`config.mk`:
```
export PLATFORM = sky130hd
export DESIGN_NAME = i2c_wb_sequencer_flat
export DESIGN_NICKNAME = d
export VERILOG_FILES = /design/src/rtl/i2c_wb_sequencer_pkg.sv /design/src/rtl/i2c_wb_sequencer_if.sv /design/src/rtl/i2c_wb_sequencer_bus.sv /design/src/rtl/i2c_wb_sequencer.sv /design/src/flat_wrapper.sv
export SDC_FILE = /design/constraint.sdc
export NUM_CORES = 1
export LEC_CHECK = 0
export CAP_MARGIN = 20
export CORE_UTILIZATION = 51
export CTS_CLUSTER_SIZE = 24
export DETAILED_ROUTE_END_ITERATION = 10
export GPL_ROUTABILITY_DRIVEN = 0
export PLACE_DENSITY = 0.79
export SLEW_MARGIN = 20
export SYNTH_ARGS = -nofsm -noshare
export SYNTH_HDL_FRONTEND = slang
export SYNTH_SLANG_ARGS = --single-unit
export TNS_END_PERCENT = 50
```
`constraint.sdc`:
```
create_clock -name clk -period 4.2 [get_ports clk]
set_input_delay 0.84 -clock clk [delete_from_list [all_inputs] [get_ports clk]]
set_output_delay 0.84 -clock clk [all_outputs]
set_load 0.01 [all_outputs]
```
`src/rtl/i2c_wb_sequencer_pkg.sv`:
```
// Shared constants, state and error encodings for the I2C core Wishbone sequencer.
package i2c_seq_pkg;

    localparam logic [2:0] ADR_PRERLO = 3'd0;
    localparam logic [2:0] ADR_PRERHI = 3'd1;
    localparam logic [2:0] ADR_CTR    = 3'd2;
    localparam logic [2:0] ADR_TXR    = 3'd3;
    localparam logic [2:0] ADR_RXR    = 3'd3;
    localparam logic [2:0] ADR_CR     = 3'd4;
    localparam logic [2:0] ADR_SR     = 3'd4;

    localparam int CR_STA   = 7;
    localparam int CR_STO   = 6;
    localparam int CR_RD    = 5;
    localparam int CR_WR    = 4;
    localparam int CR_ACK   = 3;
    localparam int SR_RXACK = 7;
    localparam int SR_AL    = 5;
    localparam int SR_TIP   = 1;

    localparam logic [7:0] CTR_EN          = 8'h80;
    localparam logic [7:0] CMD_STA_WR      = 8'h90;
    localparam logic [7:0] CMD_WR          = 8'h10;
    localparam logic [7:0] CMD_WR_STO      = 8'h50;
    localparam logic [7:0] CMD_RD_NACK_STO = 8'h68;
    localparam logic [7:0] CMD_STO         = 8'h40;

    typedef enum logic [3:0] {
        ST_INIT_PRLO,
        ST_INIT_PRHI,
        ST_INIT_CTR,
        ST_IDLE,
        ST_LOAD_TX,
        ST_ISSUE_CR,
        ST_POLL,
        ST_CHECK,
        ST_STOP_CR,
        ST_STOP_POLL,
        ST_READ_RX,
        ST_DONE
    } seq_state_e;

    typedef enum logic [1:0] {
        ERR_OK      = 2'b00,
        ERR_NACK    = 2'b01,
        ERR_AL      = 2'b10,
        ERR_TIMEOUT = 2'b11
    } rsp_err_e;

    // Write transfers use steps 0..2, reads use 0..3 (step 3 = receive with NACK+STOP).
    function automatic logic [7:0] cr_for_step(input logic rw, input logic [1:0] step);
        case (step)
            2'd0:    return CMD_STA_WR;
            2'd1:    return CMD_WR;
            2'd2:    return rw ? CMD_STA_WR : CMD_WR_STO;
            default: return CMD_RD_NACK_STO;
        endcase
    endfunction

endpackage

```
`src/rtl/i2c_wb_sequencer_if.sv`:
```
// Wishbone link between the sequencer (master) and the I2C core register port (slave).
interface i2c_wb_sequencer_if #(
    parameter int LOW_ADDR_WIDTH = 3,
    parameter int DATABUS_WIDTH  = 8
);
    logic [LOW_ADDR_WIDTH-1:0] wb_adr_o;
    logic [DATABUS_WIDTH-1:0]  wb_dat_o;
    logic [DATABUS_WIDTH-1:0]  wb_dat_i;
    logic                      wb_we_o;
    logic                      wb_stb_o;
    logic                      wb_cyc_o;
    logic                      wb_ack_i;

    modport master (
        output wb_adr_o, wb_dat_o, wb_we_o, wb_stb_o, wb_cyc_o,
        input  wb_dat_i, wb_ack_i
    );

    modport slave (
        input  wb_adr_o, wb_dat_o, wb_we_o, wb_stb_o, wb_cyc_o,
        output wb_dat_i, wb_ack_i
    );
endinterface

```
`src/rtl/i2c_wb_sequencer_bus.sv`:
```
// Single-access Wishbone cycle engine; one access per start, idle cycle guaranteed after each ack.
module i2c_wb_bus_master #(
    parameter int LOW_ADDR_WIDTH = 3,
    parameter int DATABUS_WIDTH  = 8
) (
    input  logic                      clk,
    input  logic                      arst,
    input  logic                      start,
    input  logic                      we,
    input  logic [LOW_ADDR_WIDTH-1:0] adr,
    input  logic [DATABUS_WIDTH-1:0]  wdata,
    output logic                      done,
    output logic [DATABUS_WIDTH-1:0]  rdata,
    i2c_wb_sequencer_if.master        wb
);
    logic                      cyc_q;
    logic                      we_q;
    logic [LOW_ADDR_WIDTH-1:0] adr_q;
    logic [DATABUS_WIDTH-1:0]  dat_q;
    logic                      done_q;
    logic [DATABUS_WIDTH-1:0]  rdata_q;

    // start is ignored while done_q is high, which enforces the idle gap between accesses.
    always_ff @(posedge clk or negedge arst) begin
        if (!arst) begin
            cyc_q   <= 1'b0;
            we_q    <= 1'b0;
            adr_q   <= '0;
            dat_q   <= '0;
            done_q  <= 1'b0;
            rdata_q <= '0;
        end else begin
            done_q <= 1'b0;
            if (cyc_q) begin
                if (wb.wb_ack_i) begin
                    cyc_q  <= 1'b0;
                    we_q   <= 1'b0;
                    adr_q  <= '0;
                    dat_q  <= '0;
                    done_q <= 1'b1;
                    if (!we_q) rdata_q <= wb.wb_dat_i;
                end
            end else if (start && !done_q) begin
                cyc_q <= 1'b1;
                we_q  <= we;
                adr_q <= adr;
                dat_q <= wdata;
            end
        end
    end

    assign wb.wb_cyc_o = cyc_q;
    assign wb.wb_stb_o = cyc_q;
    assign wb.wb_we_o  = we_q;
    assign wb.wb_adr_o = adr_q;
    assign wb.wb_dat_o = dat_q;
    assign done        = done_q;
    assign rdata       = rdata_q;

endmodule

```
`src/rtl/i2c_wb_sequencer.sv`:
```
// Initialises the I2C master core and turns single-byte register requests into TXR/CR/SR sequences.
module i2c_wb_sequencer
    import i2c_seq_pkg::*;
#(
    parameter int          LOW_ADDR_WIDTH = 3,
    parameter int          DATABUS_WIDTH  = 8,
    parameter logic [15:0] PRESCALE       = 16'h0063,
    parameter int          POLL_MAX       = 1024
) (
    input  logic               clk,
    input  logic               arst,
    i2c_wb_sequencer_if.master wb,
    input  logic               req_valid,
    output logic               req_ready,
    input  logic               req_rw,
    input  logic [6:0]         req_saddr,
    input  logic [7:0]         req_raddr,
    input  logic [7:0]         req_wdata,
    output logic               rsp_valid,
    output logic [7:0]         rsp_data,
    output logic [1:0]         rsp_err,
    output logic               busy
);
    localparam int PCW = $clog2(POLL_MAX + 1);
    localparam logic [PCW-1:0] POLL_LAST = PCW'(POLL_MAX - 1);

    seq_state_e state, state_n;
    logic [1:0] step, step_n;
    logic [PCW-1:0] poll_cnt, poll_cnt_n;
    logic       lat_rw;
    logic [6:0] lat_saddr;
    logic [7:0] lat_raddr, lat_wdata;
    logic [7:0] rsp_data_q, rsp_data_n;
    rsp_err_e   rsp_err_q, rsp_err_n;

    logic                      acc_start, acc_we, bus_done;
    logic [LOW_ADDR_WIDTH-1:0] acc_adr;
    logic [DATABUS_WIDTH-1:0]  acc_wdata, bus_rdata;
    logic [7:0] sr, cr_val, tx_val;
    logic       last_step;

    i2c_wb_bus_master #(
        .LOW_ADDR_WIDTH (LOW_ADDR_WIDTH),
        .DATABUS_WIDTH  (DATABUS_WIDTH)
    ) u_bus (
        .clk   (clk),
        .arst  (arst),
        .start (acc_start),
        .we    (acc_we),
        .adr   (acc_adr),
        .wdata (acc_wdata),
        .done  (bus_done),
        .rdata (bus_rdata),
        .wb    (wb)
    );

    always_ff @(posedge clk or negedge arst) begin
        if (!arst) begin
            state      <= ST_INIT_PRLO;
            step       <= '0;
            poll_cnt   <= '0;
            lat_rw     <= 1'b0;
            lat_saddr  <= '0;
            lat_raddr  <= '0;
            lat_wdata  <= '0;
            rsp_data_q <= '0;
            rsp_err_q  <= ERR_OK;
        end else begin
            state      <= state_n;
            step       <= step_n;
            poll_cnt   <= poll_cnt_n;
            rsp_data_q <= rsp_data_n;
            rsp_err_q  <= rsp_err_n;
            if (state == ST_IDLE && req_valid) begin
                lat_rw    <= req_rw;
                lat_saddr <= req_saddr;
                lat_raddr <= req_raddr;
                lat_wdata <= req_wdata;
            end
        end
    end

    always_comb begin
        state_n    = state;
        step_n     = step;
        poll_cnt_n = poll_cnt;
        rsp_data_n = rsp_data_q;
        rsp_err_n  = rsp_err_q;
        acc_start  = 1'b0;
        acc_we     = 1'b0;
        acc_adr    = '0;
        acc_wdata  = '0;

        sr        = bus_rdata[7:0];
        cr_val    = cr_for_step(lat_rw, step);
        last_step = lat_rw ? (step == 2'd3) : (step == 2'd2);
        case (step)
            2'd0:    tx_val = {lat_saddr, 1'b0};
            2'd1:    tx_val = lat_raddr;
            default: tx_val = lat_rw ? {lat_saddr, 1'b1} : lat_wdata;
        endcase

        case (state)
            ST_INIT_PRLO: begin
                {acc_start, acc_we} = 2'b11;
                acc_adr   = LOW_ADDR_WIDTH'(ADR_PRERLO);
                acc_wdata = DATABUS_WIDTH'(PRESCALE[7:0]);
                if (bus_done) state_n = ST_INIT_PRHI;
            end
            ST_INIT_PRHI: begin
                {acc_start, acc_we} = 2'b11;
                acc_adr   = LOW_ADDR_WIDTH'(ADR_PRERHI);
                acc_wdata = DATABUS_WIDTH'(PRESCALE[15:8]);
                if (bus_done) state_n = ST_INIT_CTR;
            end
            ST_INIT_CTR: begin
                {acc_start, acc_we} = 2'b11;
                acc_adr   = LOW_ADDR_WIDTH'(ADR_CTR);
                acc_wdata = DATABUS_WIDTH'(CTR_EN);
                if (bus_done) state_n = ST_IDLE;
            end
            ST_IDLE: begin
                if (req_valid) begin
                    step_n  = '0;
                    state_n = ST_LOAD_TX;
                end
            end
            ST_LOAD_TX: begin
                if (lat_rw && step == 2'd3) begin
                    state_n = ST_ISSUE_CR;
                end else begin
                    {acc_start, acc_we} = 2'b11;
                    acc_adr   = LOW_ADDR_WIDTH'(ADR_TXR);
                    acc_wdata = DATABUS_WIDTH'(tx_val);
                    if (bus_done) state_n = ST_ISSUE_CR;
                end
            end
            ST_ISSUE_CR: begin
                {acc_start, acc_we} = 2'b11;
                acc_adr   = LOW_ADDR_WIDTH'(ADR_CR);
                acc_wdata = DATABUS_WIDTH'(cr_val);
                if (bus_done) begin
                    poll_cnt_n = '0;
                    state_n    = ST_POLL;
                end
            end
            ST_POLL, ST_STOP_POLL: begin
                acc_start = 1'b1;
                acc_adr   = LOW_ADDR_WIDTH'(ADR_SR);
                if (bus_done) begin
                    if (!sr[SR_TIP]) begin
                        if (state == ST_POLL) begin
                            state_n = ST_CHECK;
                        end else begin
                            state_n    = ST_DONE;
                            rsp_err_n  = ERR_NACK;
                            rsp_data_n = '0;
                        end
                    end else if (poll_cnt == POLL_LAST) begin
                        state_n    = ST_DONE;
                        rsp_err_n  = ERR_TIMEOUT;
                        rsp_data_n = '0;
                    end else begin
                        poll_cnt_n = poll_cnt + 1'b1;
                    end
                end
            end
            ST_CHECK: begin
                if (sr[SR_AL]) begin
                    state_n    = ST_DONE;
                    rsp_err_n  = ERR_AL;
                    rsp_data_n = '0;
                end else if (cr_val[CR_WR] && sr[SR_RXACK]) begin
                    state_n = ST_STOP_CR;
                end else if (last_step) begin
                    if (lat_rw) begin
                        state_n = ST_READ_RX;
                    end else begin
                        state_n    = ST_DONE;
                        rsp_err_n  = ERR_OK;
                        rsp_data_n = '0;
                    end
                end else begin
                    step_n  = step + 2'd1;
                    state_n = ST_LOAD_TX;
                end
            end
            ST_STOP_CR: begin
                {acc_start, acc_we} = 2'b11;
                acc_adr   = LOW_ADDR_WIDTH'(ADR_CR);
                acc_wdata = DATABUS_WIDTH'(CMD_STO);
                if (bus_done) begin
                    poll_cnt_n = '0;
                    state_n    = ST_STOP_POLL;
                end
            end
            ST_READ_RX: begin
                acc_start = 1'b1;
                acc_adr   = LOW_ADDR_WIDTH'(ADR_RXR);
                if (bus_done) begin
                    state_n    = ST_DONE;
                    rsp_err_n  = ERR_OK;
                    rsp_data_n = bus_rdata[7:0];
                end
            end
            ST_DONE: state_n = ST_IDLE;
            default: state_n = ST_INIT_PRLO;
        endcase
    end

    assign req_ready = (state == ST_IDLE);
    assign busy      = (state != ST_IDLE);
    assign rsp_valid = (state == ST_DONE);
    assign rsp_data  = rsp_data_q;
    assign rsp_err   = rsp_err_q;

endmodule
```
`src/flat_wrapper.sv`:
```
// flat-port wrapper written by rule: the top's interface ports become plain ports
module i2c_wb_sequencer_flat import i2c_seq_pkg::*;
#(
    parameter int          LOW_ADDR_WIDTH = 3,
    parameter int          DATABUS_WIDTH  = 8,
    parameter logic [15:0] PRESCALE       = 16'h0063,
    parameter int          POLL_MAX       = 1024
)
  (clk, arst, req_valid, req_ready, req_rw, req_saddr, req_raddr, req_wdata, rsp_valid, rsp_data, rsp_err, busy, wb_wb_adr_o, wb_wb_dat_o, wb_wb_we_o, wb_wb_stb_o, wb_wb_cyc_o, wb_wb_dat_i, wb_wb_ack_i);
  i2c_wb_sequencer_if #(.LOW_ADDR_WIDTH(LOW_ADDR_WIDTH), .DATABUS_WIDTH(DATABUS_WIDTH)) wb_i ();
  input  logic clk;
  input  logic arst;
  input  logic req_valid;
  output logic req_ready;
  input  logic req_rw;
  input  logic [6:0] req_saddr;
  input  logic [7:0] req_raddr;
  input  logic [7:0] req_wdata;
  output logic rsp_valid;
  output logic [7:0] rsp_data;
  output logic [1:0] rsp_err;
  output logic busy;
  output wire logic [$bits(wb_i.wb_adr_o)-1:0] wb_wb_adr_o;
  output wire logic [$bits(wb_i.wb_dat_o)-1:0] wb_wb_dat_o;
  output wire logic [$bits(wb_i.wb_we_o)-1:0] wb_wb_we_o;
  output wire logic [$bits(wb_i.wb_stb_o)-1:0] wb_wb_stb_o;
  output wire logic [$bits(wb_i.wb_cyc_o)-1:0] wb_wb_cyc_o;
  input wire logic [$bits(wb_i.wb_dat_i)-1:0] wb_wb_dat_i;
  input wire logic [$bits(wb_i.wb_ack_i)-1:0] wb_wb_ack_i;
  assign wb_wb_adr_o = wb_i.wb_adr_o;
  assign wb_wb_dat_o = wb_i.wb_dat_o;
  assign wb_wb_we_o = wb_i.wb_we_o;
  assign wb_wb_stb_o = wb_i.wb_stb_o;
  assign wb_wb_cyc_o = wb_i.wb_cyc_o;
  assign wb_i.wb_dat_i = wb_wb_dat_i;
  assign wb_i.wb_ack_i = wb_wb_ack_i;
  i2c_wb_sequencer #(.LOW_ADDR_WIDTH(LOW_ADDR_WIDTH), .DATABUS_WIDTH(DATABUS_WIDTH), .PRESCALE(PRESCALE), .POLL_MAX(POLL_MAX)) u_core (.clk(clk), .arst(arst), .wb(wb_i), .req_valid(req_valid), .req_ready(req_ready), .req_rw(req_rw), .req_saddr(req_saddr), .req_raddr(req_raddr), .req_wdata(req_wdata), .rsp_valid(rsp_valid), .rsp_data(rsp_data), .rsp_err(rsp_err), .busy(busy));
endmodule
```
# --- Word level (Yosys, flattened, before mapping) ---
# Cells that the tools add are included.
# Widths: inputs -> output; s select.
op_classes:
  add_sub_neg: 2
  eq_ne: 37
  muxes: 74
  bitwise_logic: 1
  n_reduce_logical: 22
op_table:
  columns: ["operator", "count"]
  rows:
  - ["$mux 8", 15]
  - ["$mux 4", 16]
  - ["$pmux 8 s3", 2]
  - ["$mux 11", 4]
  - ["$pmux 4 s11", 1]
  - ["$pmux 8 s5", 1]
  - ["$mux 2", 14]
  - ["$ne 2x2->1 const B", 14]
  - ["$pmux 11 s2", 1]
  - ["$eq 4x3->1 const B", 4]
  - ["$eq 4x4->1 const B", 4]
  - ["$pmux 8 s2", 1]
  - ["$pmux 3 s5", 1]
  - ["$add 11x1->11 const B", 1]
  - ["$eq 11x10->1 const B", 1]
  - ["$mux 1", 11]
  - ["$reduce_and 10->1", 1]
  - ["$reduce_and 5->1", 2]
  - ["$mux 3", 3]
  - ["$ne 3x2->1 const B", 3]
  - ["$ne 3x3->1 const B", 3]
  - ["$eq 4x2->1 const B", 2]
  - ["$reduce_and 8->1", 1]
  - ["$reduce_or 8->1", 1]
  - ["21 further kinds", 29]
totals:
  reg_bits: 73
  input_bits: 36
  word_cells: 151

# --- Longest topological paths before layout ---
depth:
  depth_word: 7
  ltp_mapped: 8

# --- Hierarchy ---
# A second synthesis with hierarchy kept.
unflattened:
  hier_cells: 401
  hier_area_um2: 4095.2
by_module_without_submodules:
  columns: ["mod", "n_inst", "cells_per_inst", "area_per_inst_um2", "seq_area_each_um2"]
  rows:
  - ["i2c_wb_sequencer", 1, 309, 2971.6, 1276.2]
  - ["i2c_wb_bus_master", 1, 92, 1123.6, 550.5]

# --- Least setup slack after synthesis ---
# No wires, ideal clock.
synth_timing:
  path_type: "register -> output"
  startpoint: "register u_core.state[1]"
  endpoint: "output req_ready"
  arrival_ns: 1.052
  required_time_ns: 3.360
  setup_slack_ns: 2.308
  stages_incl_launch_ff: 5
  path_cell_list: "dfrtp_1 -> buf_4 -> nand2_2 -> or3_4 -> inv_2"
synth_between:
  elab_chain_len: 1
synth_lines:
  columns: ["item", "line_no", "rtl"]
  rows:
  - ["start: declaration", "i2c_wb_sequencer.sv:27", "seq_state_e state, state_n;"]
  - ["start signal: assignment", "i2c_wb_sequencer.sv:69", "state <= state_n;"]
  - ["$eq 4x2->1", "i2c_wb_sequencer.sv:211", "assign req_ready = (state == ST_IDLE);"]
  - ["end: declaration", "flat_wrapper.sv:14", "output logic req_ready;"]
# No other way between the ends.

# --- Worst setup path in the final report ---
layout_timing:
  startpoint: "register u_core.state[0]"
  endpoint: "output req_ready"
# Same word-level chain as after synthesis.

==> run_results.csv <==
group,metric,value,unit
power_and_ir_drop,vdd_drop_max,0.3365,mV
layout,antenna_cells,0,
synthesis,synth_area,0.003856,mm²
cts,post_cts_resized,0,
cts,clk_path_buf_depth,2,
floorplanning,placementRows,31,
setup_path,slowest_stage,"dfrtp_1",
sta,relSlewSlack,48.98,%
outcome,outcome,"completed",
power_and_ir_drop,power_density,699.4,mW/mm²
global_routing,antenna_found_initial,0,
detailed_routing,post-route-drc-count,0,
sta,setup_tns,0,ps
detailed_routing,drtIter0Drc,208,
sta,setup_ws,1033,ps
cts,cts_setup_buffers,0,
setup_path,required,3360,ps
layout,drive_above_1_share,14.95,%
placed_design,io_buffers,62,
synthesis,ys_ff_latch,73,
power_and_ir_drop,combPwrFrac,41.5,%
worst_hold_path,hp-class,"reg -> reg",
floorplanning,die_h,88.96,µm
sta,maxSlewViolCount,0,
placed_design,placed_area,0.004493,mm²
power_and_ir_drop,clkPwrFrac,20.2,%
synthesis,synth.distinct_cells,68,
synthesis,synthFlopType,"dfrtp_1",
layout,multiInputGateArea,0.001837,mm²
setup_path,cp_top_family,"flip-flops",
global_routing,grt_first_pass_wirelength,13.70,mm
sta,hold_violations,0,
setup_path,reg2reg_to,"u_core.u_bus.wb.wb_dat_o[4]$_DFFE_PN0P_",
sta,rsz0062_at_grt,"no",
synthesis,syn_inst,347,
cts,clk_latency,350,ps
floorplanning,coreArea,0.007292,mm²
setup_path,reg2reg_from,"u_core.step[1]$_DFFE_PN0P_",
worst_hold_path,hold_depth,2,
placed_design,dp_cells,491,
floorplanning,dieWidth,88.96,µm
setup_path,crit_chain,"nand2_2 > or3_4 > inv_2 > clkdlybuf4s50_1",
sta,fmax,315.8,MHz
sta,clock_skew,5.412,ps
detailed_routing,drtAntennaViolNets,0,
power_and_ir_drop,p_sw_share,35.98,%
setup_path,crit_fanout,23,
power_and_ir_drop,p_int,2.121,mW
layout,nNetsFinal,445,
worst_hold_path,hold_path.startpoint,"u_core.u_bus.wb.wb_dat_o[2]$_DFFE_PN0P_",
sta,finalSetupViolCount,0,
setup_path,cp-start-kind,"flip-flop",
power_and_ir_drop,finalPower,3.313,mW
sta,finalCritPeriodShare,75.40,%
setup_path,critPathBufInv,2,
layout,ff_latch_area,0.001827,mm²
setup_path,max_stage_delay,760,ps
power_and_ir_drop,p_seq_share,38.3,%
sta,tightestPinTransition,759.4,ps
job,maxCapViolCount,0,
setup_path,reg2reg_depth,7,
layout,final_core_util,64.96,%
setup_path,end_kind,"primary output",
synthesis,syn_nets,389,
detailed_routing,wl_per_cell,16.34,µm
worst_hold_path,min_to,"u_core.u_bus.wb.wb_dat_o[2]$_DFFE_PN0P_",
synthesis,synth-edff-count,0,
cts,htreeDepth,3,
cts,numCtsBuffers,9,
global_routing,overflow,0,
setup_path,rrSetupSlack,1800,ps
detailed_routing,via_per_inst,5.783,
layout,mostFrequentLayoutCells,"dfrtp_1 (73), clkdlybuf4s50_1 (61), nand2_1 (26), inv_1 (19), mux2_4 (19)",
power_and_ir_drop,switching_power,1.192,mW
layout,finalNonFillerCells,507,
cts,cts_tree,"yes",
detailed_routing,num_vias,2932,
layout,area_growth,22.84,%
synthesis,ys_seq_area_share,47.37,%
synthesis,async_flop_share,100.0,%
cts,clkSinkCount,73,
cts,path_clk_slew,70,ps
floorplanning,initial_utilization,52.88,%
global_routing,grt_max_degree,30,
floorplanning,io_pins,63,
layout,fillers,594,
floorplanning,die_area,0.007913,mm²
layout,design_area,0.004737,mm²
synthesis,yosysWarnings,0,
sta,holdWs,493.4,ps
cts,cts_root_buf,"clkbuf_8",
cts,hold_buffers,0,
synthesis,avgSynthCellArea,11.11,µm²
setup_path,crit_type,"reg -> out",
placed_design,place_ws,1432,ps
detailed_routing,routed_wl,8.283,mm
sta,period_needed,3167,ps
setup_path,crit_arrival,2330,ps
placed_design,hpwl,5.869,mm
global_routing,first_global_vias,2792,
layout,final_common_cell,"dfrtp_1",
global_routing,grtUsageTotal,23.04,%
detailed_routing,drt_pass1_iterations,5,
power_and_ir_drop,p_leak,2.098,nW
cell usage after synthesis, types with 3 or more instances:
cell type	n	area share (%)
dfrtp_1	73	47
nand2_1	26	2.5
inv_1	19	1.8
mux2_4	19	7.4
a21oi_1	15	1.9
nor2_1	15	1.5
o21ai_0	11	1.4
mux2_1	10	2.9
mux2_2	10	2.9
mux2i_1	10	2.6
a31oi_1	9	1.5
nand3_1	8	1.0
buf_2	7	0.91
a21o_1	6	1.2
a222oi_1	6	1.6
ha_1	6	1.9
nor2b_1	5	0.81
o21ai_1	5	0.65
and3_1	4	0.65
clkbuf_1	4	0.39
nand2b_1	4	0.65
nand4_1	4	0.65
nor3_1	4	0.52
a211o_1	3	0.68
a22o_1	3	0.68
buf_4	3	0.58
nand3b_1	3	0.58
state kept, by name, summed over array words and instances (netlist names), 2 cells and up:
register                  cells
u_core.lat_raddr              8
u_core.step                   2
u_core.poll_cnt              11
u_core.u_bus.wb.wb_dat_o      8
u_core.u_bus.wb.wb_adr_o      3
u_core.state                  4
u_core.rsp_data               8
u_core.u_bus.rdata            8
u_core.lat_saddr              7
u_core.lat_wdata              8
u_core.rsp_err                2
tightest hold or removal path, delay by kind of cell, from the launching register on:
| kind | cells | cell delay, ps |
|---|---|---|
| flops | 1 | 350 |
| simple gates | 1 | 50 |
| compound gates | 1 | 60 |
logic make-up (layout without fill, tap and decap cells):
group,count (synthesis),in the layout,share of synthesized area [%]
AO/OA/AOI/OAI,85,85,15.93
adder cells (fa/ha/maj),6,6,1.947
buffers and inverters,39,100,4.996
AND/OR/NAND/NOR,95,95,13.92
flip-flops,73,73,47.37
multiplexers,49,49,15.83
routing by layer:
layer  track usage, %  vias to the layer above  share of wire [%]
met5                0                        -                  0
met4            9.812                        0                2.1
met3            3.970                       16                3.7
met2            34.90                       81                 46
met1            32.91                     1435                 49
li1                 -                     1400                  -
worst max-delay path by stage:
stage	start	end	slack, ps	cells after the start
after floorplan	u_core.state[1]$_DFFE_PN0P_	req_ready	2310	4
after global placement	u_core.state[0]$_DFFE_PN0P_	req_ready	1500	4
after detailed placement	u_core.state[0]$_DFFE_PN0P_	req_ready	1430	4
after CTS	u_core.state[0]$_DFFE_PN0P_	req_ready	1040	4
after global routing	u_core.state[0]$_DFFE_PN0P_	req_ready	920	4
final	u_core.state[0]$_DFFE_PN0P_	req_ready	1030	4
power by group through the flow:
stage	sequential [mW]	clock [mW]	combinational [mW]
5_1_grt	1.32	0.702	1.51
3_5_place_dp	1.27	0	1.36
6_report	1.27	0.669	1.37
2_1_floorplan	1.15	0	1.05
4_1_cts	1.26	0.676	1.37
3_3_place_gp	1.26	0	1.33
cell type report:
class / count / share of cell area [%]
well taps: 99 / 2.615
clock buffers: 11 / 2.985
clock inverters: 5 / 2.166
flip-flops and latches: 73 / 38.56
inverters: 20 / 1.585
repair buffers: 64 / 13.31
multi-input cells: 235 / 38.77
(Power assumes the default switching activity.)
